$ cat config.mk
export PLATFORM = sky130hd
export DESIGN_NAME = mem_arbiter
export DESIGN_NICKNAME = d
export VERILOG_FILES = /design/src/rtl/mem_arbiter_pkg.sv /design/src/rtl/arb_wait_counter.sv /design/src/rtl/mem_arbiter.sv
export SDC_FILE = /design/constraint.sdc
export NUM_CORES = 1
export LEC_CHECK = 0
export CAP_MARGIN = 5
export CORE_ASPECT_RATIO = 0.7
export CORE_MARGIN = 8
export CORE_UTILIZATION = 25
export CTS_BUF_LIST = sky130_fd_sc_hd__clkbuf_4 sky130_fd_sc_hd__clkbuf_8
export CTS_CLUSTER_SIZE = 30
export DETAILED_ROUTE_END_ITERATION = 12
export PLACE_DENSITY = 0.78
export SYNTH_ARGS = -nofsm -noshare
export SYNTH_HDL_FRONTEND = slang
export SYNTH_SLANG_ARGS = --single-unit
$ cat constraint.sdc
create_clock -name CLK -period 1.2 [get_ports CLK]
set_clock_uncertainty 0.15 [all_clocks]
set_input_delay 0.12 -clock CLK [delete_from_list [all_inputs] [get_ports CLK]]
set_output_delay 0.12 -clock CLK [all_outputs]
set_load 0.005 [all_outputs]
$ cat src/rtl/mem_arbiter_pkg.sv
// Shared definitions for the core/host memory arbiter: read-owner state
// encoding and default starvation limit.
package mem_arbiter_pkg;
    typedef enum logic [1:0] {
        IDLE    = 2'd0,
        CORE_RD = 2'd1,
        HOST_RD = 2'd2
    } owner_e;

    localparam int MAX_WAIT_DEF = 4;
    localparam int WAIT_W       = 4;
endpackage

$ cat src/rtl/arb_wait_counter.sv
// Saturating up-counter with synchronous clear; tracks how long the host
// has been held off so it can be forced through at the limit.
module arb_wait_counter #(
    parameter int W   = 4,
    parameter int MAX = 4
) (
    input  logic         clk_i,
    input  logic         rst_i,
    input  logic         inc_i,
    input  logic         clr_i,
    output logic [W-1:0] cnt_o,
    output logic         sat_o
);
    localparam logic [W-1:0] MAX_V = W'(MAX);

    logic [W-1:0] cnt_q, cnt_d;

    always_comb begin
        cnt_d = cnt_q;
        if (clr_i)
            cnt_d = '0;
        else if (inc_i && cnt_q < MAX_V)
            cnt_d = cnt_q + 1'b1;
    end

    always_ff @(posedge clk_i or posedge rst_i) begin
        if (rst_i) cnt_q <= '0;
        else       cnt_q <= cnt_d;
    end

    assign cnt_o = cnt_q;
    assign sat_o = (cnt_q >= MAX_V);
endmodule

$ cat src/rtl/mem_arbiter.sv
// Two-requester arbiter for a single-port 1-cycle-latency memory. Core has
// priority; the host wins once it has waited MAX_WAIT contended cycles.
module mem_arbiter
    import mem_arbiter_pkg::*;
#(
    parameter int ADDR_W   = 12,
    parameter int DATA_W   = 16,
    parameter int MAX_WAIT = MAX_WAIT_DEF
) (
    input  logic              CLK,
    input  logic              reset,
    input  logic              c_req,
    input  logic              c_we,
    input  logic [ADDR_W-1:0] c_addr,
    input  logic [DATA_W-1:0] c_wdata,
    output logic              c_gnt,
    output logic              c_rvalid,
    output logic [DATA_W-1:0] c_rdata,
    input  logic              h_req,
    input  logic              h_we,
    input  logic [ADDR_W-1:0] h_addr,
    input  logic [DATA_W-1:0] h_wdata,
    output logic              h_gnt,
    output logic              h_rvalid,
    output logic [DATA_W-1:0] h_rdata,
    output logic [ADDR_W-1:0] m_addr,
    output logic              m_we,
    output logic [DATA_W-1:0] m_wdata,
    input  logic [DATA_W-1:0] m_rdata
);
    owner_e            state_q, state_d;
    logic [WAIT_W-1:0] wait_cnt;
    logic              starved;
    logic              h_wait;

    // Grants are masked during reset so a request can't reach memory.
    assign c_gnt  = !reset && c_req && !(h_req && starved);
    assign h_gnt  = !reset && h_req && (!c_req || starved);
    assign h_wait = h_req && !h_gnt;

    arb_wait_counter #(
        .W   (WAIT_W),
        .MAX (MAX_WAIT)
    ) u_wait (
        .clk_i (CLK),
        .rst_i (reset),
        .inc_i (h_wait),
        .clr_i (!h_wait),
        .cnt_o (wait_cnt),
        .sat_o (starved)
    );

    always_comb begin
        m_addr  = '0;
        m_we    = 1'b0;
        m_wdata = '0;
        if (c_gnt) begin
            m_addr  = c_addr;
            m_we    = c_we;
            m_wdata = c_wdata;
        end else if (h_gnt) begin
            m_addr  = h_addr;
            m_we    = h_we;
            m_wdata = h_wdata;
        end
    end

    always_comb begin
        state_d = IDLE;
        if (c_gnt && !c_we)
            state_d = CORE_RD;
        else if (h_gnt && !h_we)
            state_d = HOST_RD;
    end

    always_ff @(posedge CLK or posedge reset) begin
        if (reset) state_q <= IDLE;
        else       state_q <= state_d;
    end

    assign c_rvalid = (state_q == CORE_RD);
    assign h_rvalid = (state_q == HOST_RD);
    assign c_rdata  = m_rdata;
    assign h_rdata  = m_rdata;
endmodule

==> results.cfg, run 1 <==
[critical_path]
ff2ff_path_depth = 4
crit_path_cell_trace = nor3b_4 -> buf_6 -> buf_12 -> buf_12 -> o22ai_1 -> buf_2
start_kind = register
critPathSlowestCell = dfrtp_1
slowest_delay_ps = 410
cp-end-kind = output pin
critical_path_arrival_ps = 1470
cp.required_ps = 930
rrSetupSlack_ps = -330
path_max_fanout = 7
r2r_end = u_wait.cnt_o[0]
r2r-start = u_wait.cnt_o[2]
worstSetupPathType = reg2out
cpMostUsedCell = buf_12
path_buf_inv = 4
crit_family = buffers and inverters

[power]
powerDensity_nw_per_um2 = 512.9
irDropWorstVdd_mv = 0.2925
p_leak_nw = 0.9575

[global_route]
antenna_found_initial = 0
grt_pass1_wl_mm = 8.245
grt_overflow_total = 0
grt_pass1_vias = 1557
grt_max_degree = 29
grt_use_total_pct = 13.62

[synthesis]
synth_nets = 246
postSynthCellCount = 167
yosysWarnings = 0
avgSynthCellArea_um2 = 7.462
synth.distinct_cells = 22
synth_area_um2 = 1246
yosysSeqAreaShare_pct = 12.05
ys_ff_latch = 6

[timing]
fin_crit_sh_pct = 144.7
min_period_ps = 1737
drv_slew = 0
rsz0062_at_grt = yes
worst_slack_ps = -536.9
hold_viol_final = 0
maxSlewHeadroom_pct = 84.54
setup_violations = 36
tightest_slew_ps = 229.4
fmax_mhz = 575.7

[placement]
place_congestion = 0.7710
dpl_worst_slack_ps = -784.6
io_buffers = 94
place_hpwl_mm = 3.786

[routing]
post_drt_wl_per_cell_um = 17.93
vias_per_cell = 5.000
drcViolationCount = 0
drt_pass1_iterations = 4
dr_total_vias = 1550
ant_nets = 0
wirelength_mm = 5.557
drtIter0Drc = 69

[final_layout]
nets = 322
fin_util_pct = 48.77
drive_gt1_share_pct = 37.76
antenna_cells = 0
final_cell_mix = nand3b_1 (58), clkdlybuf4s50_1 (58), buf_2 (30)
syn2layout_area_growth_pct = 87.15

[floorplanning]
die_h_um = 75.07
start_util_pct = 26.06
row_count = 21
die_width_um = 100.4
dieArea_um2 = 7536
core_area_um2 = 4782
pin_count = 143

[hold_path]
min_to = h_rdata[12]
hold_path.class = in2out
min_from = m_rdata[12]
hold_depth = 0

[run_status]
status = finished with violations
violations = negative setup slack

[cts]
cts_root_buffer = clkbuf_8
tritoncts = done
cts_inserted_buffers = 3
clock_path_buffers = 2
insertion_delay_ps = 220
clkTransAtPathRegs_ps = 40
clock_sinks = 6
holdBufCountCts = 0
htreeDepth = 1

[flow_run]
drv_cap = 0
## layout make-up
| cell class | instances | area, um2 |
|---|---|---|
| Tap cell | 69 | 86.33 |
| Timing Repair Buffer | 123 | 1124 |
| Multi-Input combinational cell | 108 | 927.1 |
| Fill cell | 493 | 2450 |
| Sequential cell | 6 | 150.1 |
| Inverter | 1 | 3.754 |
| Clock buffer | 3 | 41.29 |
## cell usage after synthesis (all sizes together)
master / n / area, um2
o2111ai: 2 / 17.52
inv: 1 / 3.750
buf: 43 / 294.0
ha: 1 / 12.51
dfrtp: 6 / 150.1
o21a: 1 / 7.510
nor2b: 3 / 18.77
o22ai: 29 / 181.4
nor3b: 1 / 12.51
o41ai: 1 / 8.760
nand2: 1 / 3.750
nor2: 3 / 11.26
or4b: 1 / 10.01
o21ai: 1 / 5.000
nand2b: 2 / 12.51
o221a: 1 / 11.26
and3: 1 / 6.260
clkbuf: 9 / 33.78
nand3b: 58 / 435.4
nor3: 2 / 10.01
## cells by family after synthesis
family                   share of synthesized area, %
AND/OR/NAND/NOR                                 41.77
buffers and inverters                           26.61
AO/OA/AOI/OAI                                   18.57
flip-flops                                      12.05
adder cells (fa/ha/maj)                         1.004
## layer usage
| metal | global-route usage, % | up-vias | part of all wire, % |
|---|---|---|---|
| li1 | - | 735 | - |
| met1 | 17.18 | 738 | 44 |
| met2 | 21.50 | 73 | 45 |
| met3 | 4.524 | 4 | 10 |
| met4 | 4.167 | 0 | 0.90 |
| met5 | 0 | - | 0 |
## sequential cells by signal, indices dropped and copies added, names as in the netlist
name          cells
u_wait.cnt_o      4
state_q           2
## worst max-delay path by stage
stage,from,end,slack [ps],cells past startpoint
finish,u_wait.cnt_o[3],m_wdata[14],-540,6
global route,u_wait.cnt_o[3],m_wdata[4],-570,6
global placement,h_req,m_addr[11],-760,5
CTS,u_wait.cnt_o[2],m_addr[1],-500,6
detailed placement,c_req,m_wdata[4],-780,5
floorplan,u_wait.cnt_o[3],m_addr[10],-60,3
## per-stage QoR
step | cells | instance area [um2] | hold slack, ps | TNS [ps] | power, W
final | 310 | 2332 | 90.00 | -15920 | 0.001196
after global routing | 310 | 2332 | 90.01 | -17240 | 0.001258
after CTS | 310 | 2265 | 90.05 | -15580 | 0.001190
after detailed placement | 297 | 2120 | 90.05 | -26110 | 0.0008459
after global placement | 297 | 2120 | 90.05 | -25270 | 0.0008370
after floorplan | 167 | 1254 | -61.89 | -1896 | 0.0005222
## timing repair
action,4_1_cts,5_1_grt
setup endpoints to repair,38,38
setup buffers,10,1
endpoints found under the hold margin,0,0
pin swaps,4,2
gates cloned,2,1
resized for setup,149,20
## worst register-to-register path, cell delays in order (launching register included)
cell	delay, ps
dfrtp_1	410
buf_4	160
buf_6	120
or4b_4	510
o21ai_2	110
## power breakdown
part	internal [W]	switching (W)
logic	0.000425	0.000251
registers	0.000212	0.00000737
clock network	0.000215	0.0000854
total	0.000853	0.000343
No activity file was read; power rests on OpenSTA's default activity.
==> inputs of run 2 (changes only) <==
GPL_TIMING_DRIVEN = 1   (was not set)
==> results of run 2 <==
Final layout, timing and power as in run 1 (identical DEF).
==> inputs of run 3 (changes only) <==
CORE_MARGIN = 1.5   (was 8)
GPL_TIMING_DRIVEN = 0   (was 1)
==> run 3 against run 2 <==
The run still ends with negative setup slack left. Power increased by 16%. Combinational power increased by 27%. Count of clock-buffer cells in the layout unchanged. Sequential share of layout area decreased by 1.2 points.
==> results.cfg, run 3 (same netlist as run 1, synthesis figures left out) <==
[final_layout]
nets = 388
drive_gt1_share_pct = 43.00
syn2layout_area_growth_pct = 133.6
instances_no_fill = 376
final_cell_mix = clkdlybuf4s50_1 (90), nand3b_1 (58), buf_4 (38)
antenna_cells = 0
largest_reg_flops = 4
layout.cells.most_common = clkdlybuf4s50_1

[critical_path]
crit_family = flip-flops
critPathSlowestCell = dfrtp_2
cp.required_ps = 930
ff2ff_path_depth = 4
crit_path_cell_trace = o21a_4 -> buf_6 -> buf_12 -> o22ai_2 -> buf_2
start_kind = register
cp-end-kind = output pin
critical_path_arrival_ps = 1510
worstSetupPathType = reg2out
r2r-start = u_wait.cnt_o[2]
rrSetupSlack_ps = -390
path_buf_inv = 3
r2r_end = u_wait.cnt_o[0]
slowest_delay_ps = 440
path_max_fanout = 10

[routing]
ant_nets = 0
drtIter0Drc = 32
vias_per_cell = 4.790
wirelength_mm = 5.630
dr_total_vias = 1801
drcViolationCount = 0
drt_pass1_iterations = 4
post_drt_wl_per_cell_um = 14.97

[run_status]
status = finished with violations
violations = negative setup slack

[timing]
setup_violations = 35
worst_slack_ps = -576.5
rsz0062_at_grt = yes
hold_viol_final = 0
worst_hold_slack_ps = 136.6
fmax_mhz = 562.9
maxSlewHeadroom_pct = 67.68
fin_crit_sh_pct = 148.0
drv_slew = 0
min_period_ps = 1777
tightest_slew_ps = 484.8
fin_tns_setup_ps = -16340

[floorplanning]
core_area_um2 = 4782
dieArea_um2 = 5424
row_count = 21
pin_count = 143
die_width_um = 87.39
start_util_pct = 26.06
die_h_um = 62.07

[cts]
insertion_delay_ps = 230
clock_path_buffers = 2
htreeDepth = 1
tritoncts = done
cts_inserted_buffers = 3
clkTransAtPathRegs_ps = 40
clock_sinks = 6
cts_root_buffer = clkbuf_8

[placement]
place_hpwl_mm = 4.033
dpl.cell_count = 360
io_buffers = 124
place_congestion = 0.7107

[global_route]
antenna_found_initial = 0
grt_pass1_vias = 1652
grt_pass1_wl_mm = 7.721
grt_overflow_total = 0
grt_use_total_pct = 18.44
grt_max_degree = 11

[hold_path]
hold_depth = 3
hold_path.class = in2reg
min_from = h_req
min_to = state_q[1]

[power]
powerDensity_nw_per_um2 = 474.9
irDropWorstVdd_mv = 0.2469
p_leak_nw = 1.215
p_total_w = 0.001383

[flow_run]
drv_cap = 0
[run 3: cell types whose count changed in the layout (fill, tap and decap cells not counted), moves of 4 or more]
cell / previous run / this run
buf_12: 7 / 3
buf_2: 30 / 35
buf_4: 15 / 38
clkbuf_1: 0 / 7
clkdlybuf4s50_1: 58 / 90
o22ai_1: 11 / 2
o22ai_2: 17 / 27
[run 3: area by class of cell]
cell class              instances  area, um2
repair buffers                137       1217
well taps                      69      86.33
flip-flops and latches          6      152.6
inverters                       1      3.754
plain buffers                  52      400.4
fillers                       433       1871
multi-input cells             108       1010
clock buffers                   3      41.29
[run 3: routing by layer]
| layer | part of all wire [%] | routed length (um) | GRT usage, % |
|---|---|---|---|
| met3 | 6.7 | 380 | 3.435 |
| met5 | 0 | 0 | 0 |
| met2 | 48 | 2678 | 32.42 |
| met4 | 1.0 | 57 | 6.122 |
| met1 | 45 | 2514 | 23.26 |
[run 3: per-stage QoR]
step	instance area (um2)	setup WS, ps	util (%)
after global routing	2912	-587.8	60.88
final	2912	-576.5	60.88
after CTS	2744	-505.2	57.38
after detailed placement	2581	-1038	53.98
after global placement	2581	-977.9	53.98
after floorplan	1254	-62.25	-
[run 3: how the worst max path moves through the flow]
stage	start	to	cells past startpoint
final	u_wait.cnt_o[2]	m_addr[10]	5
after global routing	u_wait.cnt_o[2]	m_addr[10]	5
after CTS	u_wait.cnt_o[2]	m_addr[9]	5
after detailed placement	c_req	m_wdata[7]	5
after global placement	c_req	m_wdata[3]	5
after floorplan	u_wait.cnt_o[3]	m_addr[10]	3
[run 3: power breakdown]
group / internal (W) / switching (W)
clock: 0.000216 / 0.0000911
sequential: 0.000212 / 0.00000730
combinational: 0.000562 / 0.000295
[run 3: repair_timing]
item	4_1_cts	5_1_grt
pin swaps	5	9
endpoints found under the setup margin	37	37
endpoints found under the hold margin	6	0
resized for setup	166	33
buffers inserted	9	3
gates cloned	0	2
hold buffers	1	0
[run 3: tightest hold or removal path, cell delays in order]
cell and delay [ps]:
buf_2 170, nand2b_1 130, nor3_1 60
